===== src/rtl/pagerank_pkg.sv =====
// Shared constants for the PageRank accelerator: AXI widths, read-requester
// indices and AXI response codes.
package pagerank_pkg;

    localparam int AXI_ID_W   = 16;
    localparam int AXI_ADDR_W = 64;
    localparam int AXI_DATA_W = 512;

    localparam int RQ_VERT   = 0;
    localparam int RQ_INEDGE = 1;
    localparam int RQ_PFX    = 2;
    localparam int RQ_NUM    = 3;

    // Wide enough for any per-requester outstanding limit up to 255.
    localparam int OUT_CNT_W = 8;

    typedef enum logic [1:0] {
        AXI_RESP_OKAY   = 2'b00,
        AXI_RESP_EXOKAY = 2'b01,
        AXI_RESP_SLVERR = 2'b10,
        AXI_RESP_DECERR = 2'b11
    } axi_resp_e;

endpackage


===== src/rtl/rr_arbiter.sv =====
// N-way arbiter: request vector to one-hot grant. RR_EN=1 gives round-robin
// starting at a rotating pointer; RR_EN=0 gives fixed lowest-index priority.
module rr_arbiter
    import pagerank_pkg::*;
#(
    parameter int N     = RQ_NUM,
    parameter bit RR_EN = 1'b1,
    parameter int IDX_W = $clog2(N)
) (
    input  logic             clk,
    input  logic             rst,
    input  logic [N-1:0]     req,
    input  logic             advance,
    output logic [N-1:0]     gnt,
    output logic [IDX_W-1:0] gnt_idx,
    output logic             gnt_valid
);

    assign gnt_valid = |req;

    if (RR_EN) begin : g_rr
        logic [IDX_W-1:0] ptr_q;
        logic [IDX_W-1:0] ptr_d;
        logic             found;
        int               c;

        // NOTE: every output of a combinational block gets a default first so no latch is inferred.
        always_comb begin
            gnt     = '0;
            gnt_idx = '0;
            found   = 1'b0;
            c       = 0;
            for (int i = 0; i < N; i++) begin
                c = int'(ptr_q) + i;
                if (c >= N) c = c - N;
                if (!found && req[IDX_W'(c)]) begin
                    found             = 1'b1;
                    gnt[IDX_W'(c)]    = 1'b1;
                    gnt_idx           = IDX_W'(c);
                end
            end
        end

        always_comb begin
            ptr_d = ptr_q;
            if (advance && found)
                ptr_d = (gnt_idx == IDX_W'(N - 1)) ? '0 : gnt_idx + 1'b1;
        end

        // NOTE: sequential state uses non-blocking assignments so every flop samples pre-edge values.
        always_ff @(posedge clk) begin
            if (rst) ptr_q <= '0;
            else     ptr_q <= ptr_d;
        end
    end else begin : g_fixed
        logic found;
        logic unused_ok;

        assign unused_ok = ^{clk, rst, advance};

        always_comb begin
            gnt     = '0;
            gnt_idx = '0;
            found   = 1'b0;
            for (int i = 0; i < N; i++) begin
                if (!found && req[i]) begin
                    found   = 1'b1;
                    gnt[i]  = 1'b1;
                    gnt_idx = IDX_W'(i);
                end
            end
        end
    end

endmodule


===== src/rtl/axi_rd_arbiter.sv =====
// Shares one AXI AR/R read port between N_REQ requesters: tags ARID with the
// requester index, caps outstanding bursts, routes R beats by RID.
// Define RD_ARB_RR_EN for round-robin arbitration; default is fixed priority.
module axi_rd_arbiter
    import pagerank_pkg::*;
#(
    parameter int N_REQ   = RQ_NUM,
    parameter int ID_W    = AXI_ID_W,
    parameter int ADDR_W  = AXI_ADDR_W,
    parameter int DATA_W  = AXI_DATA_W,
    parameter int MAX_OUT = 8
) (
    input  logic                clk,
    input  logic                rst,

    input  logic [N_REQ-1:0]        req_arvalid,
    output logic [N_REQ-1:0]        req_arready,
    input  logic [N_REQ*ID_W-1:0]   req_arid,
    input  logic [N_REQ*ADDR_W-1:0] req_araddr,
    input  logic [N_REQ*8-1:0]      req_arlen,
    input  logic [N_REQ*3-1:0]      req_arsize,

    output logic [N_REQ-1:0]  req_rvalid,
    input  logic [N_REQ-1:0]  req_rready,
    output logic [ID_W-1:0]   req_rid,
    output logic [DATA_W-1:0] req_rdata,
    output logic [1:0]        req_rresp,
    output logic              req_rlast,

    output logic [ID_W-1:0]   arid_m,
    output logic [ADDR_W-1:0] araddr_m,
    output logic [7:0]        arlen_m,
    output logic [2:0]        arsize_m,
    output logic              arvalid_m,
    input  logic              arready_m,

    input  logic [ID_W-1:0]   rid_m,
    input  logic [DATA_W-1:0] rdata_m,
    input  logic [1:0]        rresp_m,
    input  logic              rlast_m,
    input  logic              rvalid_m,
    output logic              rready_m,

    output logic busy,
    output logic rid_err
);

    localparam int IDX_W = $clog2(N_REQ);
    localparam logic [OUT_CNT_W-1:0] MAX_OUT_C = OUT_CNT_W'(MAX_OUT);
`ifdef RD_ARB_RR_EN
    localparam bit RR_EN = 1'b1;
`else
    localparam bit RR_EN = 1'b0;
`endif

    logic              arvalid_q, arvalid_d;
    logic [ID_W-1:0]   arid_q,    arid_d;
    logic [ADDR_W-1:0] araddr_q,  araddr_d;
    logic [7:0]        arlen_q,   arlen_d;
    logic [2:0]        arsize_q,  arsize_d;
    logic              rid_err_q, rid_err_d;

    logic [OUT_CNT_W-1:0] out_cnt_q [N_REQ];
    logic [OUT_CNT_W-1:0] out_cnt_d [N_REQ];

    logic              load;
    logic [N_REQ-1:0]  elig;
    logic [N_REQ-1:0]  gnt;
    logic [IDX_W-1:0]  gnt_idx;
    logic              gnt_valid;
    logic [IDX_W-1:0]  rid_idx;
    logic [N_REQ-1:0]  rid_hit;
    logic [N_REQ-1:0]  r_done;
    logic              unused_arid_low;

    assign load = !arvalid_q || arready_m;

    always_comb begin
        elig = '0;
        for (int g = 0; g < N_REQ; g++)
            elig[g] = req_arvalid[g] && (out_cnt_q[g] < MAX_OUT_C);
    end

    rr_arbiter #(
        .N     (N_REQ),
        .RR_EN (RR_EN),
        .IDX_W (IDX_W)
    ) u_arb (
        .clk       (clk),
        .rst       (rst),
        .req       (elig),
        .advance   (load),
        .gnt       (gnt),
        .gnt_idx   (gnt_idx),
        .gnt_valid (gnt_valid)
    );

    // The AR register only reloads once the current beat has been accepted.
    always_comb begin
        arvalid_d   = arvalid_q;
        arid_d      = arid_q;
        araddr_d    = araddr_q;
        arlen_d     = arlen_q;
        arsize_d    = arsize_q;
        req_arready = '0;
        if (load) begin
            arvalid_d = gnt_valid;
            if (gnt_valid) begin
                req_arready = gnt;
                for (int g = 0; g < N_REQ; g++) begin
                    if (gnt[g]) begin
                        arid_d   = {req_arid[g*ID_W+IDX_W +: ID_W-IDX_W], gnt_idx};
                        araddr_d = req_araddr[g*ADDR_W +: ADDR_W];
                        arlen_d  = req_arlen[g*8 +: 8];
                        arsize_d = req_arsize[g*3 +: 3];
                    end
                end
            end
        end
    end

    always_comb begin
        unused_arid_low = 1'b0;
        for (int g = 0; g < N_REQ; g++)
            unused_arid_low = unused_arid_low ^ (^req_arid[g*ID_W +: IDX_W]);
    end

    // Stateless R steering; beats whose RID index names no requester are drained.
    always_comb begin
        rid_idx    = rid_m[IDX_W-1:0];
        rid_hit    = '0;
        req_rvalid = '0;
        rready_m   = 1'b1;
        for (int g = 0; g < N_REQ; g++) begin
            if (rid_idx == IDX_W'(g)) begin
                rid_hit[g]    = 1'b1;
                req_rvalid[g] = rvalid_m;
                rready_m      = req_rready[g];
            end
        end
    end

    assign req_rid   = rid_m;
    assign req_rdata = rdata_m;
    assign req_rresp = rresp_m;
    assign req_rlast = rlast_m;

    always_comb begin
        r_done = '0;
        for (int g = 0; g < N_REQ; g++) begin
            r_done[g]    = rvalid_m && rready_m && rlast_m && rid_hit[g];
            out_cnt_d[g] = out_cnt_q[g];
            if (req_arready[g] && !r_done[g])
                out_cnt_d[g] = out_cnt_q[g] + 1'b1;
            else if (!req_arready[g] && r_done[g] && out_cnt_q[g] != '0)
                out_cnt_d[g] = out_cnt_q[g] - 1'b1;
        end
    end

    assign rid_err_d = rid_err_q || (rvalid_m && !(|rid_hit));

    always_comb begin
        busy = arvalid_q;
        for (int g = 0; g < N_REQ; g++)
            if (out_cnt_q[g] != '0) busy = 1'b1;
    end

    always_ff @(posedge clk) begin
        if (rst) begin
            arvalid_q <= 1'b0;
            arid_q    <= '0;
            araddr_q  <= '0;
            arlen_q   <= '0;
            arsize_q  <= '0;
            rid_err_q <= 1'b0;
            // NOTE: the counter array is reset because it gates eligibility; a stale count would block a requester.
            for (int g = 0; g < N_REQ; g++) out_cnt_q[g] <= '0;
        end else begin
            arvalid_q <= arvalid_d;
            arid_q    <= arid_d;
            araddr_q  <= araddr_d;
            arlen_q   <= arlen_d;
            arsize_q  <= arsize_d;
            rid_err_q <= rid_err_d;
            out_cnt_q <= out_cnt_d;
        end
    end

    assign arvalid_m = arvalid_q;
    assign arid_m    = arid_q;
    assign araddr_m  = araddr_q;
    assign arlen_m   = arlen_q;
    assign arsize_m  = arsize_q;
    assign rid_err   = rid_err_q;

endmodule


===== config.mk =====
export PLATFORM = sky130hd
export DESIGN_NAME = axi_rd_arbiter
export DESIGN_NICKNAME = d
export VERILOG_FILES = /design/src/rtl/pagerank_pkg.sv /design/src/rtl/rr_arbiter.sv /design/src/rtl/axi_rd_arbiter.sv
export SDC_FILE = /design/constraint.sdc
export NUM_CORES = 1
export LEC_CHECK = 0
export BUFFER_PORTS_ARGS = -buffer_cell sky130_fd_sc_hd__buf_2
export CAP_MARGIN = 0
export CORE_AREA = 2 2 567 569
export CTS_BUF_LIST = sky130_fd_sc_hd__clkbuf_8
export DETAILED_ROUTE_END_ITERATION = 8
export DIE_AREA = 0 0 569 571
export SKIP_CTS_REPAIR_TIMING = 1
export SYNTH_ARGS = -nofsm -noshare
export SYNTH_HDL_FRONTEND = slang
export SYNTH_SLANG_ARGS = --single-unit

===== constraint.sdc =====
create_clock -name clk -period 2.95 [get_ports clk]
set_clock_uncertainty 0.05 [all_clocks]
set_input_delay 0.1475 -clock clk [delete_from_list [all_inputs] [get_ports clk]]
set_output_delay 0.1475 -clock clk [all_outputs]
set_load 0.02 [all_outputs]

[Word level (Yosys, flattened, before mapping)]
Cells that the tools add are included.
Storage, ports and cells
  bits in registers: 117
  input bits: 814
  output and inout port bits: 632
  word-level logic and storage cells: 101
Operators by class
  add/subtract/negate cells: 6
  $lt $le $gt $ge: 3
  equal/unequal tests: 2
  mux-type cells: 38
  reduce and logical (&&, ||, !) cells: 43
Operators with widths (number)
  $mux W64: 3
  $mux W8: 9
  $mux W16: 3
  $add A8 B1 Y8 const B: 3
  $lt A8 B4 Y1 const B: 3
  $reduce_bool A8 Y1: 3
  $sub A8 B1 Y8 const B: 3
  $logic_and A1 B1 Y1: 20
  $mux W1: 17
  $mux W3: 5
  $logic_not A1 Y1: 10
  $reduce_bool A2 Y1: 3
  $reduce_or A3 Y1: 2
  $reduce_and A3 Y1: 1
  $reduce_bool A3 Y1: 1
  $eq A2 B1 Y1 const B: 1
  $eq A2 B2 Y1 const B: 1
  $logic_not A2 Y1: 1
  $logic_or A1 B1 Y1: 2
  $mux W2: 1

[Longest topological paths before layout]
Gate-level depths: netlist of run 1.
  depth in word-level cells: 16
  depth in mapped cells: 14
  gate-level depth less buffers: 13

[By module]
A second synthesis of run 1 with hierarchy kept.
Second synthesis, totals
  cell total of the unflattened synthesis: 1471
  area total of the unflattened synthesis: 11113.2 sq um
Modules (own cells, without submodules)
  axi_rd_arbiter: times used 1, cells an instance 1465, area an instance 11070.6 sq um, sequential area each 2342.2 sq um
  rr_arbiter: times used 1, cells an instance 6, area an instance 42.5 sq um, sequential area each 0.0 sq um

[Worst setup path before layout of run 1]
OpenSTA, ideal clock, no wires.
  path type: flip-flop to flip-flop
  start point: register out_cnt_q[11] in the netlist's numbering
  end point: register out_cnt_q[15] in the netlist's numbering
  library setup time: 121 ps
  data arrival time: 3186 ps
  data required time: 2779 ps
  path slack: -407 ps
  stages on the path, launching flop included: 14
  path buffers: 0
  period minus slack after synthesis: 3357 ps
  cell sequence: dfxtp_1 -> or4_4 -> nor3_4 -> nand3_1 -> inv_1 -> and2_1 -> inv_1 -> ha_1 -> a21oi_1 -> o21ai_0 -> a2111oi_0 -> nor3_1 -> mux2i_1 -> mux2_2
On the way
  word-level cells in the longest chain between the ends: 10
  elaborated cells on any way between the ends: 17
  classes of those cells: add/sub (2); order compare (1); mux (5); reduce/logical (9)
RTL lines
  start, declared: line axi_rd_arbiter.sv:63  | logic [OUT_CNT_W-1:0] out_cnt_q [N_REQ];
  start signal, assigned: line axi_rd_arbiter.sv:185  | out_cnt_q <= out_cnt_d;
  $lt A8 B4 Y1 (*): line axi_rd_arbiter.sv:81  | elig[g] = req_arvalid[g] && (out_cnt_q[g] < MAX_OUT_C);
  $logic_and A1 B1 Y1 (*): line axi_rd_arbiter.sv:81
  $logic_and A1 B1 Y1: line rr_arbiter.sv:66  | if (!found && req[i]) begin
  $mux W1: line rr_arbiter.sv:66
  $mux W3 (*): line axi_rd_arbiter.sv:108  | if (gnt_valid) begin
  $mux W3 (*): line axi_rd_arbiter.sv:106  | if (load) begin
  via req_arready[1]: line axi_rd_arbiter.sv:17  | output logic [N_REQ-1:0] req_arready,
  $logic_not A1 Y1: line axi_rd_arbiter.sv:155  | else if (!req_arready[g] && r_done[g] && out_cnt_q[g] != '0)
  $logic_and A1 B1 Y1 (2 in series): line axi_rd_arbiter.sv:155
  $reduce_bool A2 Y1 (no source line)
The timed path passes the listed nets; every way through them passes the cells marked *. The select of a mux whose other input is x is not followed.
A chain may end at the register's enable or synchronous reset.

[Final worst setup path of run 1]
  start point: register out_cnt_q[14] in the netlist's numbering
  end point: register out_cnt_q[7] in the netlist's numbering
On the way
  word-level cells in the longest chain between the ends: 13
  elaborated cells on any way between the ends: 16
  classes of those cells: order compare (1); mux (5); reduce/logical (10)
RTL lines (line)
  $lt A8 B4 Y1 (*): axi_rd_arbiter.sv:81
  $logic_and A1 B1 Y1 (*): axi_rd_arbiter.sv:81
  $logic_and A1 B1 Y1: rr_arbiter.sv:66
  $mux W1: rr_arbiter.sv:66
  $logic_not A1 Y1: rr_arbiter.sv:66
  $logic_and A1 B1 Y1: rr_arbiter.sv:66
  $mux W1: rr_arbiter.sv:66
  $mux W3 (*): axi_rd_arbiter.sv:108
  $mux W3 (*): axi_rd_arbiter.sv:106
  $logic_not A1 Y1: axi_rd_arbiter.sv:155
  $logic_and A1 B1 Y1 (2 in series): axi_rd_arbiter.sv:155
  $reduce_bool A2 Y1 (no source line)
Every way passes the cells marked *; elsewhere a longest branch is shown, timed or not.

==> impl_metrics.py, run 1 <==
metrics = {
    "status": {
        "status": "complete, but fails checks",
        "violations": "setup timing",
    },
    "timing": {
        "hold_violations": 0,
        "tightest_slew_ns": 0.912,
        "drv_slew": 0,
        "period_needed_ns": 2.95,
        "finalSetupViolations": 1,
        "rsz0062_at_grt": "true",
        "fin_ws_ns": -0.00307,
        "post-route-period-util": 1.00,
        "timing.fmax_ghz": 0.339,
        "slew_headroom": 0.392,
        "holdWs_ns": 0.00311,
        "final.setup.tns_ns": -0.00307,
    },
    "floorplan": {
        "ios": 1446,
        "row_count": 208,
        "die_x_um": 569,
        "die_area_sq_mm": 0.325,
        "start_util": 0.0355,
        "chipHeight_um": 571,
        "core-area_sq_mm": 0.319,
    },
    "cells_and_area": {
        "drive_gt1_frac": 0.342,
        "finalNetCount": 2434,
        "fillers": 37500,
        "final_util": 0.0569,
        "syn_to_final_growth_pct": 60.4,
    },
    "logic_synthesis": {
        "synth.avg_cell_area_sq_um": 7.46,
        "yosysTopAreaCell": "buf_4",
        "ys_warn_count": 0,
        "yosysSeqAreaShare": 0.207,
        "synth_top_area_frac": 0.352,
        "synth_area_leaders": "buf_4 (35%), dfxtp_1 (21%), a311oi_1 (6.1%)",
        "synth_edf_count": 0,
        "synthArstFlopShare": 0,
        "ys_ff_latch": 117,
        "syn_inst": 1520,
        "yosysUniqueCellTypes": 54,
        "ys.flop_type": "dfxtp_1",
        "synthesis.nets": 2351,
        "syn-cell-area_sq_mm": 0.0113,
    },
    "critical_path": {
        "startpoint_type": "register",
        "worst_ep_arrival_time_ns": 3.44,
        "worstSetupStartpoint": "out_cnt_q[14]$_SDFFE_PP0P_",
        "crit_required_ns": 3.43,
        "criticalPathCategory": "reg -> reg",
        "cp_max_fo": 5,
        "endpoint_kind": "register",
        "r2r_start": "out_cnt_q[14]$_SDFFE_PP0P_",
    },
    "clocking": {
        "cts_tree": "done",
        "clock_sinks": 117,
        "cts-root-buf": "clkbuf_8",
        "cts_buffers": 21,
        "clk_pin_slew_ns": 0.08,
        "insertion_delay_ns": 0.65,
        "cts_max_level": 4,
        "clockBufferDepth": 3,
    },
    "routing": {
        "viasPerCell": 2.14,
        "vias": 12500,
        "first_iter_violations": 687,
        "drc": 0,
        "drt-total-wl_um": 219000,
        "drtAntennaViolNets": 0,
        "drtPass1Iterations": 5,
        "wl_per_cell_um": 37.3,
    },
    "power": {
        "intPower_uw": 7310,
        "powerDensity_mw_per_mm2": 927,
        "p_leak_uw": 0.00565,
        "ir_drop_v": 0.00124,
        "p_switching_uw": 9530,
        "power.share.switching": 0.566,
        "pwr-share-clk": 0.126,
        "comb_power_share": 0.720,
        "power_frac_seq": 0.154,
    },
    "global_route": {
        "grt_pass1_vias": 10700,
        "track_usage": 0.127,
        "grt_max_degree": 89,
        "grt_pass1_wl_um": 238000,
        "overflow": 0,
        "antenna_found_initial": 107,
    },
    "min_path": {
        "hold_start": "req_araddr[147]",
        "hp-class": "in -> reg",
    },
    "run": {
        "max_cap_violations": 0,
    },
    "placement": {
        "io_buffers": 383,
        "dpl.hpwl_um": 199000,
        "gp_congestion": 0.750,
    },
}
[synth_stat cells (all sizes together) (4+ instances only)]
library cell and number:
or3 4, a21o 5, nand3b 6, clkbuf 105, a21oi 107, nor2b 6, a311oi 89, xor2 4
nor4 90, a211oi 4, mux2i 10, nand3 107, buf 541, ha 15, nor3 14, inv 13
xnor2 10, o211ai 4, dfxtp 117, nor2 121, nand2 14, o21ai 96
[path summary, 6_finish.rpt]
path                                                   to  slack, ns  depth (start not counted)
worst max-delay path            out_cnt_q[7]$_SDFFE_PP0P_     -0.003                         13
worst max register to register  out_cnt_q[7]$_SDFFE_PP0P_     -0.003                         13
worst min register to register    arlen_m[2]$_SDFFE_PP0P_       0.44                          2
worst min-delay path            araddr_m[19]$_SDFFE_PP0P_      0.003                          5
[routing by layer]
layer	up-vias	track usage	share of wire
li1	5063	-	-
met1	5535	0.0681	0.20
met2	1438	0.175	0.39
met3	465	0.196	0.32
met4	44	0.0977	0.083
met5	-	0.00867	0.0028
[cell type report]
cell class              instances  area (sq um)  share of cell area
repair buffers                706          5160               0.284
clock inverters                 6           109             0.00599
diodes                         51           128             0.00702
inverters                      13          61.3             0.00337
multi-input cells             744          4760               0.262
clock buffers                  26           358              0.0197
flip-flops and latches        117          2340               0.129
well taps                    4200          5260               0.289
[power groups by stage]
stage,Combinational [uW],Sequential [uW],Clock (uW)
finish,12100,2600,2120
global route,13300,2680,2290
CTS,11500,2590,2340
detailed placement,11500,2630,0
global placement,11400,2620,0
floorplan,6880,2900,0
[state kept, by name (all words and copies together), names as in the netlist]
signal     cells
araddr_m      64
arid_m        16
arlen_m        8
arsize_m       3
arvalid_m      1
out_cnt_q     24
rid_err        1
[metrics by stage]
| stage | power (uW) | worst slack (ns) | std cells | instance area (sq um) |
|---|---|---|---|---|
| after floorplan | 9770 | -0.204 | 1520 | 11400 |
| after global placement | 14000 | -0.275 | 5530 | 14900 |
| after detailed placement | 14100 | -0.180 | 5530 | 14900 |
| after CTS | 16400 | -0.208 | 5562 | 15300 |
| after global routing | 18200 | -0.158 | 5836 | 18100 |
| final | 16800 | -0.00307 | 5863 | 18200 |
[cells by family (layout without fill, tap and decap cells)]
group | Yosys count | in the layout | share of synthesized area
and+or+nand+nor | 382 | 382 | 0.172
DFF | 117 | 117 | 0.207
xor gates and xnor gates | 14 | 14 | 0.0108
adders and majority gates | 17 | 17 | 0.0201
buffers and inverters | 659 | 751 | 0.397
AOI/OAI and AO/OA | 319 | 319 | 0.182
other | 0 | 51 | 0
muxes | 12 | 12 | 0.0112
[layout by cell type, fill, tap and decap left out, types with 4 or more instances in the layout]
| cell | n |
|---|---|
| a21o_1 | 5 |
| a211oi_1 | 4 |
| buf_2 | 382 |
| dfxtp_1 | 117 |
| diode_2 | 51 |
| mux2i_1 | 9 |
| dlygate4sd3_1 | 245 |
| clkbuf_8 | 27 |
| nor2_1 | 119 |
| nand3_1 | 104 |
| buf_4 | 62 |
| a311oi_2 | 11 |
| ha_1 | 7 |
| o21ai_0 | 93 |
| nand3b_1 | 6 |
| xor2_1 | 4 |
| nand2_1 | 13 |
| a21oi_1 | 103 |
| buf_12 | 12 |
| nor3_1 | 11 |
| nor4_1 | 88 |
| inv_1 | 9 |
| ha_4 | 7 |
| o211ai_1 | 4 |
| nor2b_1 | 6 |
| a311oi_1 | 78 |
| xnor2_1 | 9 |
[worst max-delay path, stage by stage (launching register included)]
cell and delay, ns:
dfxtp_1 0.31, or4_4 0.55, buf_4 0.15, or3_4 0.39
nand3_4 0.09, inv_4 0.03, and2_4 0.15, inv_4 0.06
ha_4 0.19, o21ai_2 0.06, nand2b_1 0.08, a221o_1 0.34
o21ai_2 0.07, mux2_4 0.30
Note: power is estimated with default switching activity, not from simulation.
==> run 2: changes to the inputs <==
MAX_ROUTING_LAYER = met4   (was default)
==> run 2 against run 1 <==
The flow finishes with violations (hold timing, setup timing). Final cell count up 0.38%. Power up 0.33%. Fmax is 0.51% lower. Register-to-register slack worse by 0.02 ns. Flip-flop and latch count stayed put. Critical endpoint unchanged.
==> impl_metrics.py, run 2 (synthesis gave the netlist of run 1 again) <==
metrics = {
    "power": {
        "p_leak_uw": 0.00566,
        "ir_drop_v": 0.00123,
        "powerDensity_mw_per_mm2": 927,
        "p_total_uw": 16900,
    },
    "critical_path": {
        "worst_r2r_path_depth": 13,
        "cp_max_fo": 5,
        "crit_required_ns": 3.45,
        "worstSetupStartpoint": "out_cnt_q[14]$_SDFFE_PP0P_",
        "critPathCapture": "out_cnt_q[7]$_SDFFE_PP0P_",
        "ff2ff_setup_slack_ns": -0.02,
        "endpoint_kind": "register",
        "criticalPathCategory": "reg -> reg",
        "r2r-end": "out_cnt_q[7]$_SDFFE_PP0P_",
        "worst_ep_arrival_time_ns": 3.47,
        "r2r_start": "out_cnt_q[14]$_SDFFE_PP0P_",
        "startpoint_type": "register",
    },
    "floorplan": {
        "core-area_sq_mm": 0.319,
        "row_count": 208,
        "chipHeight_um": 571,
        "die_x_um": 569,
        "start_util": 0.0355,
        "die_area_sq_mm": 0.325,
        "ios": 1446,
    },
    "cells_and_area": {
        "syn_to_final_growth_pct": 60.9,
        "final_area_sq_mm": 0.0182,
        "layout_common_cells": "buf_2 (382), dlygate4sd3_1 (246), nor2_1 (119)",
        "final_common_cell": "buf_2",
        "multiInputGateArea_sq_mm": 0.00476,
        "finalNetCount": 2435,
        "regArea_sq_mm": 0.00234,
        "largest_register_ffs": 64,
        "fillers": 37500,
        "stdcell_count": 5885,
        "drive_gt1_frac": 0.342,
    },
    "timing": {
        "fin_ws_ns": -0.0183,
        "finalSetupViolations": 1,
        "post-route-period-util": 1.01,
        "period_needed_ns": 2.97,
        "rsz0062_at_grt": "true",
        "tightest_slew_ns": 0.915,
        "holdWs_ns": -0.00114,
        "slew_headroom": 0.390,
        "timing.fmax_ghz": 0.337,
        "hold_violations": 1,
        "drv_slew": 0,
    },
    "routing": {
        "viasPerCell": 2.13,
        "drt-total-wl_um": 219000,
        "drtPass1Iterations": 7,
        "drtAntennaViolNets": 0,
        "vias": 12500,
        "drc": 0,
        "first_iter_violations": 610,
        "wl_per_cell_um": 37.2,
    },
    "placement": {
        "dpl.hpwl_um": 199000,
        "placed_cells": 5530,
        "io_buffers": 383,
        "post-place-ws_ns": -0.180,
        "place_area_sq_mm": 0.0149,
        "gp_congestion": 0.760,
    },
    "global_route": {
        "track_usage": 0.131,
        "overflow": 0,
        "grt_pass1_wl_um": 238000,
        "antenna_found_initial": 100,
        "grt_pass1_vias": 10800,
        "grt_max_degree": 89,
    },
    "clocking": {
        "cts_tree": "done",
        "clockBufferDepth": 3,
        "insertion_delay_ns": 0.66,
        "clk_pin_slew_ns": 0.08,
        "cts_buffers": 21,
        "clock_sinks": 117,
        "cts_max_level": 4,
        "cts-root-buf": "clkbuf_8",
    },
    "status": {
        "violations": "hold timing, setup timing",
        "status": "complete, but fails checks",
    },
    "run": {
        "max_cap_violations": 0,
    },
    "min_path": {
        "hp-class": "in -> reg",
    },
}
[run 2: per-layer routing]
| metal | global-route usage | vias to the layer above | part of all wire |
|---|---|---|---|
| met5 | - | - | 0 |
| met4 | 0.0937 | 0 | 0.076 |
| met3 | 0.198 | 458 | 0.32 |
| met2 | 0.177 | 1472 | 0.40 |
| met1 | 0.0669 | 5504 | 0.20 |
| li1 | - | 5090 | - |
[run 2: final cells by class]
cell class / count / area share
clock inverter: 6 / 0.00597
antenna: 72 / 0.00988
tap: 4200 / 0.288
multi-input combinational: 744 / 0.261
sequential: 117 / 0.128
timing repair buffer: 707 / 0.283
inverter: 13 / 0.00322
clock buffer: 26 / 0.0196
[run 2: critical path, cell delays in order (launching register included)]
cell and delay, ns:
dfxtp_1 0.31, or4_4 0.55, buf_4 0.16, or3_4 0.39, nand3_4 0.09, inv_4 0.03, and2_4 0.15, inv_2 0.08
ha_4 0.20, o21ai_2 0.06, nand2b_1 0.08, a221o_1 0.31, o21ai_2 0.06, mux2_2 0.33
[run 2: per-stage QoR]
step	utilization	TNS [ns]	hold WS [ns]
floorplan	-	-0.405	0.255
global placement	0.0466	-0.409	0.245
detailed placement	0.0466	-0.402	0.245
CTS	0.0481	-0.406	-0.401
global route	0.0569	-1.81	0.00349
finish	0.0571	-0.0183	-0.00114
[run 2: how the worst min path moves through the flow]
stage / start / to / slack [ns] / cells past startpoint
floorplan: rid_m[1] / rid_err$_SDFF_PP0_ / 0.25 / 2
global placement: rid_m[5] / req_rid[5] / 0.25 / 0
detailed placement: rid_m[5] / req_rid[5] / 0.25 / 0
CTS: rst / out_cnt_q[5]$_SDFFE_PP0P_ / -0.40 / 2
global route: req_araddr[2] / araddr_m[2]$_SDFFE_PP0P_ / 0.003 / 6
finish: req_araddr[147] / araddr_m[19]$_SDFFE_PP0P_ / -0.001 / 5
[run 2: power breakdown]
part	total (uW)	internal [uW]	switching, uW
sequential	2590	2120	475
combinational	12200	4140	8040
clock	2130	1060	1070
==> run 3: changes to the inputs <==
REMOVE_ABC_BUFFERS = 1   (was default)
==> run 3 against run 2 <==
The flow still finishes with violations (hold timing, setup timing). Count of clock-buffer cells in the layout down 9. Final area down 7.1%. Worst hold slack worse by 0.035 ns. Global-route usage up 12 points. Flip-flop and latch count unchanged. Via count up 18%. Core utilization down 0.41 points. Setup slack worse by 0.068 ns. Critical path depth up 1. Register-to-register slack worse by 0.07 ns. Clock power down 11%. Highest routed layer unchanged.
==> impl_metrics.py, run 3 (synthesis gave the netlist of run 1 again) <==
metrics = {
    "status": {
        "status": "complete, but fails checks",
        "violations": "hold timing, setup timing",
    },
    "timing": {
        "drv_slew": 0,
        "slew_headroom": 0.458,
        "post-route-period-util": 1.03,
        "timing.fmax_ghz": 0.329,
        "period_needed_ns": 3.04,
        "hold_violations": 11,
        "holdWs_ns": -0.0361,
        "rsz0062_at_grt": "true",
        "finalSetupViolations": 1,
        "fin_ws_ns": -0.0860,
        "tightest_slew_ns": 0.814,
    },
    "cells_and_area": {
        "layout_common_cells": "buf_2 (382), nor2_1 (118), dfxtp_1 (115)",
        "syn_to_final_growth_pct": 49.4,
        "stdcell_count": 5734,
        "finalNetCount": 2304,
        "fillers": 37700,
        "final_common_cell": "buf_2",
        "drive_gt1_frac": 0.406,
        "largest_register_ffs": 64,
    },
    "global_route": {
        "overflow": 0,
        "track_usage": 0.248,
        "antenna_found_initial": 99,
        "grt_pass1_wl_um": 426000,
        "grt_max_degree": 111,
        "grt_pass1_vias": 10200,
    },
    "routing": {
        "drc": 0,
        "drt-total-wl_um": 406000,
        "wl_per_cell_um": 70.8,
        "drtAntennaViolNets": 0,
        "drtPass1Iterations": 5,
        "first_iter_violations": 1701,
        "viasPerCell": 2.58,
        "vias": 14800,
    },
    "critical_path": {
        "path_delay_family": "simple AND/OR/NAND/NOR gates",
        "startpoint_type": "register",
        "endpoint_kind": "register",
        "ff2ff_setup_slack_ns": -0.09,
        "r2r_start": "out_cnt_q[14]$_SDFFE_PP0P_",
        "path_cells": "or4_4 > nor3_4 > nand3_2 > inv_2 > and2_4 > inv_6 > buf_4 > ha_4 > inv_2 > nor2_4 > a2111oi_4 > nor3_2 > mux2i_1 > mux2_2",
        "crit_required_ns": 3.36,
        "r2r-end": "out_cnt_q[15]$_SDFFE_PP0P_",
        "worst_ep_arrival_time_ns": 3.44,
        "worst_r2r_path_depth": 14,
        "criticalPathCategory": "reg -> reg",
        "cpMostUsedCell": "inv_2",
        "cp_max_fo": 5,
        "critPathBufInv": 4,
        "slowest_stage": "or4_4",
        "cpPeakStageDelay_ns": 0.55,
    },
    "clocking": {
        "insertion_delay_ns": 0.56,
        "cts_tree": "done",
        "clk_pin_slew_ns": 0.10,
        "clockBufferDepth": 2,
        "cts_buffers": 17,
        "cts_max_level": 4,
        "clock_sinks": 117,
        "cts-root-buf": "clkbuf_8",
    },
    "min_path": {
        "hp-class": "in -> reg",
        "hold_start": "req_araddr[27]",
        "hold_path_depth": 5,
        "min_to": "araddr_m[27]$_SDFFE_PP0P_",
    },
    "placement": {
        "placed_cells": 5565,
        "dpl.hpwl_um": 385000,
        "gp_congestion": 1.25,
        "io_buffers": 383,
    },
    "floorplan": {
        "die_area_sq_mm": 0.325,
        "ios": 1446,
        "core-area_sq_mm": 0.319,
        "start_util": 0.0355,
        "chipHeight_um": 571,
        "die_x_um": 569,
        "row_count": 208,
    },
    "power": {
        "ir_drop_v": 0.000834,
        "p_total_uw": 17000,
        "powerDensity_mw_per_mm2": 1010,
        "p_leak_uw": 0.00518,
    },
    "run": {
        "max_cap_violations": 0,
    },
}
## run 3: changes by cell type in the layout (fill, tap and decap cells not counted), sizes merged
cell / change
inv: +6
clkbuf: -9
clkinvlp: +1
clkinv: +2
dlygate4sd3: -161
diode: -24
buf: +34
## run 3: routing by layer
layer | track usage | up-vias | wire [um]
li1 | - | 4806 | -
met1 | 0.0941 | 6443 | 58800
met2 | 0.429 | 3357 | 202000
met3 | 0.400 | 189 | 140000
met4 | 0.0212 | 0 | 4810
met5 | - | - | 0
## run 3: metrics by stage
| step | worst slack [ns] | setup TNS, ns | instance area [sq um] | util | hold slack (ns) |
|---|---|---|---|---|---|
| final | -0.0860 | -0.0860 | 16900 | 0.0530 | -0.0361 |
| after floorplan | -3.70 | -360.16 | 6880 | - | 0.167 |
| after global routing | -0.215 | -0.429 | 16900 | 0.0529 | -0.000722 |
| after global placement | -0.630 | -1.06 | 15100 | 0.0473 | 0.245 |
| after CTS | -0.673 | -1.30 | 15500 | 0.0487 | -0.287 |
| after detailed placement | -0.645 | -1.11 | 15100 | 0.0473 | 0.245 |
## run 3: worst register-to-register path, cell delays in order (launching register included)
cell,delay (ns)
dfxtp_2,0.33
or4_4,0.55
nor3_4,0.22
nand3_2,0.11
inv_2,0.07
and2_4,0.16
inv_6,0.05
buf_4,0.15
ha_4,0.27
inv_2,0.05
nor2_4,0.13
a2111oi_4,0.08
nor3_2,0.16
mux2i_1,0.22
mux2_2,0.34
## run 3: worst max-delay path by stage
| stage | startpoint | to | slack, ns | cells past startpoint |
|---|---|---|---|---|
| floorplan | out_cnt_q[11]$_SDFFE_PP0P_ | out_cnt_q[15]$_SDFFE_PP0P_ | -3.70 | 13 |
| global placement | out_cnt_q[11]$_SDFFE_PP0P_ | araddr_m[52]$_SDFFE_PP0P_ | -0.63 | 10 |
| detailed placement | out_cnt_q[11]$_SDFFE_PP0P_ | araddr_m[52]$_SDFFE_PP0P_ | -0.65 | 10 |
| CTS | out_cnt_q[11]$_SDFFE_PP0P_ | araddr_m[52]$_SDFFE_PP0P_ | -0.67 | 10 |
| global route | out_cnt_q[14]$_SDFFE_PP0P_ | out_cnt_q[15]$_SDFFE_PP0P_ | -0.21 | 13 |
| finish | out_cnt_q[14]$_SDFFE_PP0P_ | out_cnt_q[15]$_SDFFE_PP0P_ | -0.09 | 14 |
## run 3: cell type report
class / count / area [sq um] / area share
antenna: 48 / 120 / 0.00709
clock buffer: 17 / 234 / 0.0138
clock inverter: 15 / 194 / 0.0115
inverter: 13 / 53.8 / 0.00318
multi-input combinational: 744 / 4860 / 0.287
sequential: 117 / 2340 / 0.138
tap: 4200 / 5260 / 0.310
timing repair buffer: 580 / 3880 / 0.229
## run 3: report_power, final
| part | internal (uW) | switching [uW] | total, uW |
|---|---|---|---|
| logic | 4580 | 8080 | 12700 |
| registers | 2120 | 361 | 2480 |
| clock network | 858 | 1030 | 1890 |
